## config.mk

```make
export PLATFORM = sky130hd
export DESIGN_NAME = mdu_iterative
export DESIGN_NICKNAME = d
export VERILOG_FILES = /design/src/rtl/mdu_opcodes_pkg.sv /design/src/rtl/mdu_div_step.sv /design/src/rtl/mdu_iterative.sv
export SDC_FILE = /design/constraint.sdc
export NUM_CORES = 1
export LEC_CHECK = 0
export CAP_MARGIN = 30
export CELL_PAD_IN_SITES_DETAIL_PLACEMENT = 1
export CELL_PAD_IN_SITES_GLOBAL_PLACEMENT = 2
export CORE_MARGIN = 8
export CORE_UTILIZATION = 35
export CTS_CLUSTER_SIZE = 30
export DETAILED_ROUTE_END_ITERATION = 10
export PLACE_DENSITY_LB_ADDON = 0.1
export SETUP_SLACK_MARGIN = 0.1
export SLEW_MARGIN = 20
export SYNTH_ARGS = -nofsm -noshare
export SYNTH_HDL_FRONTEND = slang
export SYNTH_SLANG_ARGS = --single-unit
```

## constraint.sdc

```tcl
create_clock -name clk_i -period 6.6 [get_ports clk_i]
set_clock_uncertainty 0.1 [all_clocks]
set_input_delay 0.99 -clock clk_i [delete_from_list [all_inputs] [get_ports clk_i]]
set_output_delay 0.99 -clock clk_i [all_outputs]
set_load 0.02 [all_outputs]
```

## src/rtl/mdu_opcodes_pkg.sv

```systemverilog
// Shared definitions for the iterative RV32M multiply/divide unit.
// Contents: funct3 operation encodings, FSM state type, iteration count
// and small decode helpers used by both the MDU and its bench.
package mdu_opcodes_pkg;

    localparam logic [2:0] MDU_MUL    = 3'b000;
    localparam logic [2:0] MDU_MULH   = 3'b001;
    localparam logic [2:0] MDU_MULHSU = 3'b010;
    localparam logic [2:0] MDU_MULHU  = 3'b011;
    localparam logic [2:0] MDU_DIV    = 3'b100;
    localparam logic [2:0] MDU_DIVU   = 3'b101;
    localparam logic [2:0] MDU_REM    = 3'b110;
    localparam logic [2:0] MDU_REMU   = 3'b111;

    localparam int MDU_ITERS = 32;
    localparam int MDU_CNT_W = $clog2(MDU_ITERS);

    typedef enum logic [1:0] {
        IDLE = 2'd0,
        CALC = 2'd1,
        DONE = 2'd2
    } mdu_state_t;

    // rs1 is interpreted as signed for MULH, MULHSU, DIV and REM.
    function automatic logic mdu_a_signed(input logic [2:0] op);
        return (op == MDU_MULH) || (op == MDU_MULHSU) ||
               (op == MDU_DIV)  || (op == MDU_REM);
    endfunction

    // rs2 is interpreted as signed for MULH, DIV and REM.
    function automatic logic mdu_b_signed(input logic [2:0] op);
        return (op == MDU_MULH) || (op == MDU_DIV) || (op == MDU_REM);
    endfunction

endpackage

```

## src/rtl/mdu_div_step.sv

```systemverilog
// One restoring-division step (combinational).
// Ports:
//   rem_i          current partial remainder (always < divisor)
//   dividend_bit_i next dividend bit shifted into the remainder
//   divisor_i      divisor magnitude
//   rem_o          partial remainder after this step
//   q_o            quotient bit produced by this step
module mdu_div_step #(
    parameter int XLEN = 32
) (
    input  logic [XLEN-1:0] rem_i,
    input  logic            dividend_bit_i,
    input  logic [XLEN-1:0] divisor_i,
    output logic [XLEN-1:0] rem_o,
    output logic            q_o
);

    // 33-bit partial remainder: the shifted value can exceed 32 bits.
    logic [XLEN:0]   partial;
    logic [XLEN-1:0] diff;

    assign partial = {rem_i, dividend_bit_i};
    // When the subtraction succeeds the result is below the divisor, so the
    // low XLEN bits of the difference are exact.
    assign diff    = partial[XLEN-1:0] - divisor_i;
    assign q_o     = (partial >= {1'b0, divisor_i});
    assign rem_o   = q_o ? diff : partial[XLEN-1:0];

endmodule

```

## src/rtl/mdu_iterative.sv

```systemverilog
// Iterative RV32M multiply/divide unit beside the execute-stage ALU.
// Multiplies by shift-add and divides by restoring division, one bit per
// cycle over 32 CALC cycles; divide-by-zero and signed overflow finish
// directly from IDLE.
// Ports:
//   clk_i     core clock
//   rst_i     synchronous active-high reset
//   req_i     MDU instruction in execute, held with operands until valid_o
//   mdu_op_i  operation (instruction funct3)
//   a_i, b_i  rs1 / rs2 operands
//   stall_o   req_i && !valid_o, freezes the pipeline
//   valid_o   one-cycle pulse, result_o is the answer to the current request
//   result_o  result, held until the next completion
// Handshake: the core raises req_i with stable operands and keeps it high
// until the cycle valid_o is seen; dropping req_i during CALC aborts with no
// valid_o and no result update. Inputs are only sampled in IDLE.
module mdu_iterative
    import mdu_opcodes_pkg::*;
#(
    parameter int XLEN = 32
) (
    input  logic            clk_i,
    input  logic            rst_i,
    input  logic            req_i,
    input  logic [2:0]      mdu_op_i,
    input  logic [XLEN-1:0] a_i,
    input  logic [XLEN-1:0] b_i,
    output logic            stall_o,
    output logic            valid_o,
    output logic [XLEN-1:0] result_o
);

    localparam logic [MDU_CNT_W-1:0] CNT_LAST = MDU_CNT_W'(MDU_ITERS - 1);
    localparam logic [XLEN-1:0]      INT_MIN  = {1'b1, {(XLEN-1){1'b0}}};

    mdu_state_t           state_q, state_d;
    logic [2:0]           op_q, op_d;
    logic                 neg_q, neg_d;
    logic [XLEN-1:0]      opb_q, opb_d;
    logic [XLEN-1:0]      hi_q, hi_d;
    logic [XLEN-1:0]      lo_q, lo_d;
    logic [MDU_CNT_W-1:0] cnt_q, cnt_d;
    logic [XLEN-1:0]      result_q, result_d;

    // Operand decode in IDLE
    logic            a_neg, b_neg, neg_in, overflow;
    logic [XLEN-1:0] a_mag, b_mag;

    assign a_neg    = mdu_a_signed(mdu_op_i) & a_i[XLEN-1];
    assign b_neg    = mdu_b_signed(mdu_op_i) & b_i[XLEN-1];
    assign a_mag    = a_neg ? -a_i : a_i;
    assign b_mag    = b_neg ? -b_i : b_i;
    assign overflow = (a_i == INT_MIN) && (b_i == '1);

    always_comb begin
        neg_in = 1'b0;
        case (mdu_op_i)
            MDU_MULH:   neg_in = a_neg ^ b_neg;
            MDU_MULHSU: neg_in = a_neg;
            MDU_DIV:    neg_in = a_neg ^ b_neg;
            MDU_REM:    neg_in = a_neg;
            default:    neg_in = 1'b0;
        endcase
    end

    // One iteration. hi/lo hold {product hi, multiplier} for multiply and
    // {remainder, dividend->quotient} for divide; opb holds the other operand.
    logic [XLEN:0]   mul_sum;
    logic [XLEN-1:0] div_rem;
    logic            div_q;
    logic [XLEN-1:0] iter_hi, iter_lo;

    assign mul_sum = {1'b0, hi_q} + {1'b0, (lo_q[0] ? opb_q : '0)};

    mdu_div_step #(.XLEN(XLEN)) u_div_step (
        .rem_i          (hi_q),
        .dividend_bit_i (lo_q[XLEN-1]),
        .divisor_i      (opb_q),
        .rem_o          (div_rem),
        .q_o            (div_q)
    );

    assign iter_hi = op_q[2] ? div_rem : mul_sum[XLEN:1];
    assign iter_lo = op_q[2] ? {lo_q[XLEN-2:0], div_q} : {mul_sum[0], lo_q[XLEN-1:1]};

    // Sign-corrected result from the final iteration's values
    logic [2*XLEN-1:0] prod, prod_fix;
    logic [XLEN-1:0]   div_raw, div_fix, final_res;

    assign prod      = {iter_hi, iter_lo};
    assign prod_fix  = neg_q ? -prod : prod;
    assign div_raw   = op_q[1] ? iter_hi : iter_lo;
    assign div_fix   = neg_q ? -div_raw : div_raw;
    assign final_res = op_q[2] ? div_fix :
                       ((op_q[1:0] == 2'b00) ? prod_fix[XLEN-1:0] : prod_fix[2*XLEN-1:XLEN]);

    always_comb begin
        state_d  = state_q;
        op_d     = op_q;
        neg_d    = neg_q;
        opb_d    = opb_q;
        hi_d     = hi_q;
        lo_d     = lo_q;
        cnt_d    = cnt_q;
        result_d = result_q;
        case (state_q)
            IDLE: begin
                if (req_i) begin
                    op_d  = mdu_op_i;
                    neg_d = neg_in;
                    opb_d = b_mag;
                    hi_d  = '0;
                    lo_d  = a_mag;
                    cnt_d = CNT_LAST;
                    if (mdu_op_i[2] && (b_i == '0)) begin
                        result_d = mdu_op_i[1] ? a_i : '1;
                        state_d  = DONE;
                    end else if (((mdu_op_i == MDU_DIV) || (mdu_op_i == MDU_REM)) && overflow) begin
                        result_d = mdu_op_i[1] ? '0 : INT_MIN;
                        state_d  = DONE;
                    end else begin
                        state_d  = CALC;
                    end
                end
            end
            CALC: begin
                if (!req_i) begin
                    state_d = IDLE;
                end else begin
                    hi_d  = iter_hi;
                    lo_d  = iter_lo;
                    cnt_d = (cnt_q != '0) ? cnt_q - 1'b1 : cnt_q;
                    if (cnt_q == '0) begin
                        result_d = final_res;
                        state_d  = DONE;
                    end
                end
            end
            DONE:    state_d = IDLE;
            default: state_d = IDLE;
        endcase
    end

    always_ff @(posedge clk_i) begin
        if (rst_i) begin
            state_q  <= IDLE;
            op_q     <= '0;
            neg_q    <= 1'b0;
            opb_q    <= '0;
            hi_q     <= '0;
            lo_q     <= '0;
            cnt_q    <= '0;
            result_q <= '0;
        end else begin
            state_q  <= state_d;
            op_q     <= op_d;
            neg_q    <= neg_d;
            opb_q    <= opb_d;
            hi_q     <= hi_d;
            lo_q     <= lo_d;
            cnt_q    <= cnt_d;
            result_q <= result_d;
        end
    end

    assign valid_o  = (state_q == DONE);
    assign stall_o  = req_i && !valid_o;
    assign result_o = result_q;

endmodule

```

Yosys cells after proc, flatten, opt, wreduce, memory -nomap -nowiden
Index checks and enable logic that the tools add are counted.
- add/sub/neg operators: 7
- equality and inequality tests: 14
- bitwise gates (word level): 3
- reduce and logical (&&, ||, !) cells: 24
- mux-type cells: 36
- $lt $le $gt $ge: 1
- operators by type and width (kind ; count):
    32-bit 2-to-1 mux ; 21
    32-bit one-hot mux with 2 select lines ; 3
    32-bit negation ; 3
    32-bit == test (second input constant) ; 2
    64-bit 2-to-1 mux ; 1
    64-bit negation ; 1
    32-bit by 32-bit adder with 33-bit output ; 1
    33-bit by 32-bit >= comparator with 1-bit output ; 1
    32-bit logical NOT ; 1
    32-bit subtractor ; 1
    5-bit 2-to-1 mux ; 3
    2-bit 2-to-1 mux ; 5
    5-bit one-hot mux with 2 select lines ; 1
    2-bit != test (second input constant) ; 4
    3-bit == test (second input constant) ; 2
    1-bit logical OR ; 6
    3-bit != test (second input constant) ; 2
    5-bit logical NOT ; 1
    5-bit AND reduction ; 1
    5-bit nonzero test ; 1
    5-bit by 1-bit subtractor with 5-bit output (second input constant) ; 1
    1-bit logical AND ; 4
    2-bit logical NOT ; 2
    2-bit one-hot mux with 2 select lines ; 1
    other kinds (13) ; 16
- flip-flop bits (word level): 139
- input bits: 70
- output and inout bits: 34
- logic and storage cells: 93

Longest topological paths before layout
Gate-level depths: netlist (run 1).
- word-level depth: 10
- gate-level depth with buffers: 22
- depth with buffers taken out: 20

Hierarchy
A second synthesis (run 1) with hierarchy kept.
- cell total of the unflattened synthesis: 2315
- area, all modules: 16452.0 um^2
- modules (own cells, without submodules) (module ; seq. area each (um^2) ; cells each ; area each (um^2) ; instances):
    mdu_iterative ; 2782.7 ; 1992 ; 14121.0 ; 1
    mdu_div_step ; 0.0 ; 323 ; 2331.0 ; 1

Worst setup path after synthesis (run 1)
Ideal clock, no wire load.
- path type: reg-to-reg
- from: reg opb_q[26]
- to: reg result_q[24] (netlist: result_o[24])
- path buffers: 2
- required time: 6.409 ns
- stages on the path, launching flop included: 22
- slack: 1.272 ns
- arrival: 5.138 ns
- clock period less this slack: 5.328 ns
- library setup time: 0.091 ns
- cells stage by stage: dfxtp_1 -> inv_1 -> ha_1 -> clkbuf_1 -> a21oi_1 -> o21ai_0 -> a41oi_1 -> and3b_1 -> buf_2 -> a31oi_1 -> inv_1 -> ha_1 -> nor4b_1 -> nand2_1 -> nor3_1 -> nand4_1 -> nor4_1 -> nand2_1 -> o31ai_1 -> xor2_1 -> a221o_1 -> a311oi_1
- cells in the longest elaborated chain, start to end: 10
- elaborated cells on any way between the ends: 14
- those cells by class: 2 x add/sub; 1 x order compare; 11 x mux
- ends and longest elaborated chain (element ; RTL line ; RTL):
    start: declaration ; mdu_iterative.sv:39 ; logic [XLEN-1:0] opb_q, opb_d;
    start signal: assignment ; mdu_iterative.sv:158 ; opb_q <= opb_d;
    33-bit by 32-bit >= comparator with 1-bit output * ; mdu_div_step.sv:26 ; assign q_o = (partial >= {1'b0, divisor_i});
    32-bit 2-to-1 mux ; mdu_div_step.sv:27 ; assign rem_o = q_o ? diff : partial[XLEN-1:0];
    32-bit 2-to-1 mux ; mdu_iterative.sv:83 ; assign iter_hi = op_q[2] ? div_rem : mul_sum[XLEN:1];
    64-bit negation or 32-bit 2-to-1 mux (tied branches) ; mdu_iterative.sv:91, mdu_iterative.sv:92 ;
    64-bit 2-to-1 mux or 32-bit negation (tied branches) ; mdu_iterative.sv:91, mdu_iterative.sv:93 ;
    32-bit 2-to-1 mux, on equally long branches ; mdu_iterative.sv:95, mdu_iterative.sv:93 ;
    32-bit 2-to-1 mux * ; mdu_iterative.sv:94 ; assign final_res = op_q[2] ? div_fix :
    32-bit 2-to-1 mux * ; mdu_iterative.sv:133 ; if (cnt_q == '0) begin
    32-bit 2-to-1 mux * ; mdu_iterative.sv:127 ; if (!req_i) begin
    32-bit one-hot mux with 2 select lines * ; mdu_iterative.sv:106 ; case (state_q)
    end signal: assignment ; mdu_iterative.sv:162 ; result_q <= result_d;
    end: declaration ; mdu_iterative.sv:43 ; logic [XLEN-1:0] result_q, result_d;
Every way passes the cells marked *; elsewhere a longest branch is shown, timed or not. The select of a mux whose other input is x is not followed.
A chain may end at the register's enable or synchronous reset.

Final worst setup path (run 1)
- from: reg hi_q[13]
- to: reg result_q[31] (netlist: result_o[31])
- cells in the longest elaborated chain, start to end: 10
- elaborated cells on any way between the ends: 16
- those cells by class: 4 x add/sub; 1 x order compare; 11 x mux
- ends and longest elaborated chain (element ; RTL line ; RTL):
    start: declaration ; mdu_iterative.sv:40 ; logic [XLEN-1:0] hi_q, hi_d;
    start signal: assignment ; mdu_iterative.sv:159 ; hi_q <= hi_d;
    32-bit subtractor or 33-bit by 32-bit >= comparator with 1-bit output (tied branches) ; mdu_div_step.sv:25, mdu_div_step.sv:26 ;
    32-bit 2-to-1 mux ; mdu_div_step.sv:27 ;
    32-bit 2-to-1 mux ; mdu_iterative.sv:83 ;
    64-bit negation or 32-bit 2-to-1 mux (tied branches) ; mdu_iterative.sv:91, mdu_iterative.sv:92 ;
    64-bit 2-to-1 mux or 32-bit negation (tied branches) ; mdu_iterative.sv:91, mdu_iterative.sv:93 ;
    32-bit 2-to-1 mux, on equally long branches ; mdu_iterative.sv:95, mdu_iterative.sv:93 ;
    32-bit 2-to-1 mux * ; mdu_iterative.sv:94 ;
    32-bit 2-to-1 mux * ; mdu_iterative.sv:133 ;
    32-bit 2-to-1 mux * ; mdu_iterative.sv:127 ;
    32-bit one-hot mux with 2 select lines * ; mdu_iterative.sv:106 ;
Marks and branches as above.

==> Flow_metrics.wiki, run 1 <==
{| class="wikitable"
! Metric !! Value
|-
| Pin count of the biggest net entering global routing || 76
|-
| Slowest Stage Delay on Critical Path || 0.63 ns
|-
| Compound-gate portion of the synthesized area || 32.8%
|-
| Count of max-cap constraint violations || 0
|-
| Vias in the first global route || 19600
|-
| Die Width || 233 um
|-
| Hold violation total from the final report || 0
|-
| Layout cells sized above 1 || 8.98%
|-
| Fin nets || between 2000 and 3000
|-
| Cell chain of the critical path || ha_1 -> a21oi_1 -> o211a_1 -> or4_4 -> a311o_1 -> buf_4 -> nand2_2 -> buf_4 -> mux2i_1 -> a21oi_1 -> or4b_4 -> nor4_4 -> nor4b_2 -> mux2_1 -> o41ai_1 -> a311oi_1
|-
| Number of instances in the synthesized netlist || 2370
|-
| Final Cycle Share || 93.5%
|-
| First drt pass iteration count || 5
|-
| Min-Delay Path Depth || 2
|-
| Combined buffer and inverter count along the critical path || 2
|-
| Req. time, crit path || 6.86 ns
|-
| Mean instance size in the synthesized netlist || 6.96 sq um
|-
| Iteration-0 DRC Markers || 1946
|-
| Worst slew margin relative to its limit || 32.6%
|-
| Number of antenna violations at the first check in global routing || 6
|-
| H-tree depth || 4
|-
| Worst-case vdd ir drop || between 0.00015 and 0.0002 V
|-
| Source-to-sink clock delay at the later pin of the worst-skew pair || 0.50 ns
|-
| Number of synthesized register bits || 139
|-
| Async set-or-reset flop fraction in the synthesized netlist || 0%
|-
| Proportion of netlist area held by the largest area contributor || 16.9%
|-
| Routed wire length per instance || just under 30 um
|-
| DRC viols || 0
|-
| Sort of element at the end of the critical path || register
|-
| DIE HEIGHT || 233 um
|-
| P per Cell Area || 181 nW/um^2
|-
| Final setup fails || 0
|-
| Clock-pin slew on the worst setup and hold paths || 0.07 ns
|-
| Fraction of synthesized area in multiplexers || under 10%
|-
| Final total power || ~3400 uW
|-
| Class of the most critical hold timing path || register to register
|-
| Arrival time of data at the critical path endpoint || approximately 6.4 ns
|-
| Most used cells in the layout excluding fill and tap cells || nor2_1, a21oi_1, nand2_1
|-
| Count of buffers from port buffering || 103
|-
| Critical path start-end classification || register to register
|-
| Number of synthesized flops with an enable pin || 0
|-
| Dominant cells by area after synthesis || dfxtp_1, nor2_1, a21oi_1, ha_1, nand2_1
|-
| P&R area growth vs syn || 15.1%
|-
| Effective utilization at floorplan || 35.4%
|-
| Xor-xnor portion of the synthesized cell area || 7.38%
|-
| Post-synthesis adder-cell area fraction || approximately 5.6%
|-
| Unique cell type count in the Yosys netlist || approximately 110
|-
| Total via count after detailed routing || 19700
|-
| Biggest fanout along the worst timing path || 21
|-
| Unrepaired setup endpoints after global routing || false
|-
| Dominant cell type by area after synthesis || dfxtp_1
|-
| Leakage Power || about 0.0071 uW
|-
| Antenna Cells || 0
|-
| Worst reg2reg setup slack || 0.43 ns
|-
| Status || finished, final reports clean
|-
| Time the final worst path needs with I/O delays and setup || 6.17 ns
|-
| Core Region || between 40000 and 50000 sq um
|-
| # IOs || 104
|-
| Number of pins exceeding their max-slew limit in the final report || 0
|-
| Highest clock frequency the design can meet || 162 MHz
|-
| Die Footprint || around 54000 sq um
|-
| Total global routing overflow || 0
|-
| RD Place Congestion || 0.975
|-
| Worst hold margin || 0.391 ns
|-
| Total number of clock tree sinks || 139
|-
| CTS max path bufs || 2
|-
| Number of nets in the synthesized netlist || 2513
|-
| Count of fill cells added during filler insertion || slightly below 6000
|-
| Top FF cell, synth || dfxtp_1
|-
| Cells on worst reg2reg path || 16
|-
| GRT Total Usage || 31.8%
|-
| Most common cell after layout, fill and taps aside || nor2_1
|-
| Combinational family with the most area after synthesis || compound AO/OA/AOI/OAI gates
|-
| TritonCTS clock tree || done
|-
| Detailed Route WL || between 80000 and 90000 um
|-
| Area share of and/or/nand/nor cells after synthesis || around 27%
|-
| Number of warnings issued by yosys || 0
|-
| Via density per instance || 6.49
|-
| Clock buffers created by TritonCTS || 17
|-
| Slowest CP cell || or4b_4
|-
| TNS Setup || 0 ns
|-
| Half-perimeter wire length of the detailed placement result || 69500 um
|-
| Tightest Pin Transition || 1.00 ns
|-
| Crit path depth || 16
|-
| ANT nets after route || 0
|-
| Wire length of the first global-routing pass || 130000 um
|-
| Syn Std Cell Area || 16500 sq um
|-
| Number of standard-cell rows in the floorplan || between 70 and 80
|-
| Setup crit start kind || register
|-
| Root buf cell || clkbuf_16
|-
| Cell type group with the largest total delay on the critical path || simple AND/OR/NAND/NOR gates
|-
| Proportion of synthesized chip area in sequential cells || about 17%
|}
==> cell families after synthesis <==
| family | Yosys count |
|---|---|
| muxes | 69 |
| xor gates and xnor gates | 139 |
| and+or+nand+nor | 905 |
| buffers and inverters | 240 |
| DFF | 139 |
| AOI/OAI and AO/OA | 805 |
| adders and majority gates | 73 |
==> layout make-up <==
cell class / instances / area, sq um / share of cell area (%)
clock inverters: 9 / 111 / 0.586
repair buffers: 193 / 1730 / 9.09
inverters: 72 / 270 / 1.42
clock buffers: 23 / 498 / 2.62
multi-input cells: 1991 / 12800 / 67.6
flip-flops and latches: 139 / 2790 / 14.7
well taps: 607 / 759 / 4.00
==> stage by stage <==
| stage | instances | worst slack (ns) | area (sq um) | util (%) |
|---|---|---|---|---|
| floorplan | 2370 | 1.27 | 16500 | - |
| global placement | 2995 | 0.324 | 18300 | 39.3 |
| detailed placement | 2996 | 0.333 | 18300 | 39.3 |
| CTS | 3028 | 0.292 | 18900 | 40.7 |
| global route | 3034 | 0.164 | 19000 | 40.8 |
| finish | 3034 | 0.426 | 19000 | 40.8 |
==> cells in the mapped netlist, drive strengths merged (36+ instances only) <==
master and number:
nor2 299, a21oi 210, nand2 203, o21ai 157, dfxtp 139, clkbuf 126
a211oi 79, nor3 76, ha 71, inv 71, xnor2 70, xor2 69
and2 51, nand3 46, buf 42, o211ai 41, or3 36
==> layer usage <==
metal  track usage [%]  part of all wire [%]  up-vias
met3              6.03                   7.2      125
met1              44.2                    46     9891
met5                 0                     0        -
li1                  -                     -     8919
met4              11.2                   3.2        0
met2              48.4                    43      760
==> registers in the layout (all words and copies together), names as in the netlist <==
name / cells
cnt_q: 5
hi_q: 32
lo_q: 32
neg_q: 1
op_q: 3
opb_q: 32
result_o: 32
state_q: 2
==> power breakdown <==
| part | internal [uW] | switching (uW) | total, uW |
|---|---|---|---|
| registers | 891 | 87.9 | 979 |
| clock network | 605 | 454 | 1060 |
| logic | 480 | 924 | 1400 |
==> final timing paths <==
kind / endpoint / from
max: result_o[31] / hi_q[13]
min: opb_q[0] / opb_q[0]
max reg2reg: result_o[31] / hi_q[13]
min reg2reg: opb_q[0] / opb_q[0]
==> repair_timing <==
| item | in CTS | in global routing |
|---|---|---|
| gates resized for setup | 0 | 2 |
| hold buffers | 0 | 0 |
| setup endpoints to repair | 0 | 8 |
| setup buffers | 0 | 6 |
==> worst register-to-register path, stage by stage (launching register included) <==
cell,delay (ns)
dfxtp_1,0.41
ha_1,0.54
a21oi_1,0.19
o211a_1,0.29
or4_4,0.57
a311o_1,0.41
buf_4,0.27
nand2_2,0.26
buf_4,0.33
mux2i_1,0.40
a21oi_1,0.21
or4b_4,0.63
nor4_4,0.41
nor4b_2,0.27
mux2_1,0.36
o41ai_1,0.26
a311oi_1,0.13
Note: power is estimated with default switching activity, not from simulation.
==> run 2, diff against run 1 <==
- CAP_MARGIN: 30 -> 20
==> run 2 against run 1 <==
Against the previous run: via count rose by 0.50%; global-route usage fell by 0.10 points; critical path depth did not move; first-iteration DRC count fell by 4.8%; non-clock buffer count fell by 3; critical path type unchanged; highest routed layer is now met5.
==> Flow_metrics.wiki, run 2 (same netlist as run 1, synthesis figures left out) <==
{| class="wikitable"
! Metric !! Value
|-
| Via density per instance || 6.53 (+0.60%)
|-
| Final Cycle Share || 94.9% (+1.4 points)
|-
| P&R area growth vs syn || 14.9%
|-
| Net switching component of the power || 1470 uW (about the same)
|-
| Arrival time of data at the critical path endpoint || 6.52 ns (+0.09 ns)
|-
| Layout cells sized above 1 || 8.91% (-0.071 points)
|-
| H-tree depth || 4 (unchanged)
|-
| First drt pass iteration count || 5 (unchanged)
|-
| Total via count after detailed routing || 19800 (+0.50%)
|-
| Root buf cell || clkbuf_16
|-
| Half-perimeter wire length of the detailed placement result || 69400 um (-0.17%)
|-
| Post-Place Setup Slack || 0.328 ns (-0.00537 ns)
|-
| FF/Latch Area || 2790 sq um (unchanged)
|-
| Highest clock frequency the design can meet || 160 MHz (-1.5%)
|-
| GRT Total Usage || 31.7% (-0.10 points)
|-
| DIE HEIGHT || 233 um (unchanged)
|-
| Routed wire length per instance || 29.0 um (about the same)
|-
| Number of standard-cell rows in the floorplan || 79 (unchanged)
|-
| P per Cell Area || 181 nW/um^2 (-0.17%)
|-
| Vias in the first global route || 19500 (-0.087%)
|-
| Total number of clock tree sinks || 139 (unchanged)
|-
| Relative contribution of the clock network to total power || 30.7% (about the same)
|-
| Worst hold margin || 0.392 ns (+0.00106 ns)
|-
| Count of fill cells added during filler insertion || 5849 (+0.15%)
|-
| Number of pins exceeding their max-slew limit in the final report || 0 (unchanged)
|-
| Final setup fails || 0 (unchanged)
|-
| Comb pwr share || 40.8% (about the same)
|-
| Leakage Power || 0.00708 uW (about the same)
|-
| Fin nets || 2554 (-0.12%)
|-
| Hold-fix buffers at CTS || 0 (unchanged)
|-
| Biggest fanout along the worst timing path || 21 (unchanged)
|-
| Class of the most critical hold timing path || register to register
|-
| Most used cells in the layout excluding fill and tap cells || nor2_1, a21oi_1, nand2_1
|-
| Total global routing overflow || 0 (unchanged)
|-
| Worst-case vdd ir drop || 0.000156 V (-7.9%)
|-
| Unrepaired setup endpoints after global routing || false
|-
| Number of antenna violations at the first check in global routing || 4 (-2)
|-
| Count of max-cap constraint violations || 0 (unchanged)
|-
| Clock buffers created by TritonCTS || 17 (unchanged)
|-
| Final total power || 3430 uW (-0.33%)
|-
| RD Place Congestion || 0.975 (unchanged)
|-
| Critical path start-end classification || register to register
|-
| Critical Path Source || hi_q[13]
|-
| Setup crit start kind || register
|-
| Detailed Route WL || 88000 um (about the same)
|-
| Part of the power in registers || 28.5% (about the same)
|-
| TNS Setup || 0 ns (unchanged)
|-
| Pin count of the biggest net entering global routing || 76 (unchanged)
|-
| TritonCTS clock tree || done
|-
| Status || finished, final reports clean
|-
| Source-to-sink clock delay at the later pin of the worst-skew pair || 0.49 ns (about the same)
|-
| Iteration-0 DRC Markers || 1853 (-4.8%)
|-
| Net switching share of the total power || 42.7% (+0.13 points)
|-
| Hold violation total from the final report || 0 (unchanged)
|-
| Core Region || 46600 sq um (unchanged)
|-
| Req. time, crit path || 6.85 ns (about the same)
|-
| Wire length of the first global-routing pass || 130000 um (-0.39%)
|-
| CTS max path bufs || 2 (unchanged)
|-
| Area of the multi-input gates || 12800 sq um (about the same)
|-
| Antenna Cells || 0 (unchanged)
|-
| DRC viols || 0 (unchanged)
|-
| Clock-pin slew on the worst setup and hold paths || 0.07 ns (about the same)
|-
| Origin of the worst min-delay path || opb_q[0]
|-
| Effective utilization at floorplan || 35.4% (unchanged)
|-
| Die Width || 233 um (unchanged)
|-
| Final Worst Setup Slack || 0.333 ns (-0.0927 ns)
|-
| Source of the worst register-to-register timing path || hi_q[13]
|-
| ANT nets after route || 0 (unchanged)
|-
| # IOs || 104 (unchanged)
|-
| Internal Power || 1960 uW (-0.56%)
|-
| Most common cell after layout, fill and taps aside || nor2_1
|-
| Count of buffers from port buffering || 103 (unchanged)
|-
| Worst slew margin relative to its limit || 33.9% (+1.3 points)
|-
| Sort of element at the end of the critical path || register
|-
| Tightest Pin Transition || 0.988 ns (-0.0170 ns)
|-
| Time the final worst path needs with I/O delays and setup || 6.27 ns (+0.0927 ns)
|-
| Die Footprint || 54400 sq um (unchanged)
|}
[run 2: cell count changes in the layout (fill, tap and decap cells not counted), sizes merged]
| cell | change |
|---|---|
| buf | -3 |
| bufinv | +1 |
| clkbuf | -5 |
| clkinv | +7 |
| clkinvlp | -5 |
| inv | +2 |
[run 2: worst paths after layout]
check / end / slack [ns] / cells past startpoint
setup / recovery: result_o[31] / 0.33 / 16
hold / removal: opb_q[0] / 0.39 / 2
setup reg to reg: result_o[31] / 0.33 / 16
hold reg to reg: opb_q[0] / 0.39 / 2
[run 2: what timing repair did]
action / CTS / global route
resized for setup: 0 / 1
endpoints found under the setup margin: 0 / 7
buffers inserted: 0 / 4
[run 2: layer usage]
metal  track usage [%]  part of all wire, %  up-vias
met5                 0                0.044        -
met4              10.4                  3.2        6
met1              43.9                   46     9911
li1                  -                    -     8925
met2              48.3                   43      820
met3              6.55                  8.2      132
[run 2: power by group through the flow]
stage / logic [uW] / clock network, uW / registers, uW
after floorplan: 839 / 0 / 954
after global placement: 1350 / 0 / 992
after detailed placement: 1360 / 0 / 994
after CTS: 1360 / 1080 / 975
after global routing: 1490 / 1100 / 983
final: 1400 / 1050 / 978
[run 2: layout make-up]
class / instances / area share (%)
repair buffers: 190 / 9.00
multi-input cells: 1991 / 67.7
clock inverters: 14 / 0.904
well taps: 607 / 4.01
flip-flops and latches: 139 / 14.7
inverters: 72 / 1.43
clock buffers: 18 / 2.26
[run 2: worst max-delay path: stages (launching register included)]
cell and delay, ns:
dfxtp_1 0.41, ha_1 0.54, a21oi_1 0.19, o211a_1 0.30
or4_4 0.57, a311o_1 0.40, buf_4 0.26, nand2_2 0.25
buf_4 0.32, mux2i_1 0.36, a21oi_1 0.20, or4b_4 0.61
nor4_2 0.51, nor4b_2 0.30, mux2_1 0.36, o41ai_1 0.25
a311oi_1 0.13
[run 2: per-stage QoR]
| step | instances | util [%] | instance area, sq um |
|---|---|---|---|
| 3_5_place_dp | 2995 | 39.3 | 18300 |
| 4_1_cts | 3027 | 40.6 | 18900 |
| 3_3_place_gp | 2995 | 39.3 | 18300 |
| 5_1_grt | 3031 | 40.7 | 19000 |
| 6_report | 3031 | 40.7 | 19000 |
| 2_1_floorplan | 2370 | - | 16500 |
==> run 3, diff against run 2 <==
- SKIP_LAST_GASP: not set -> 1
==> results of run 3 <==
Same layout as run 2: the final DEF is identical, and so are final timing and power.
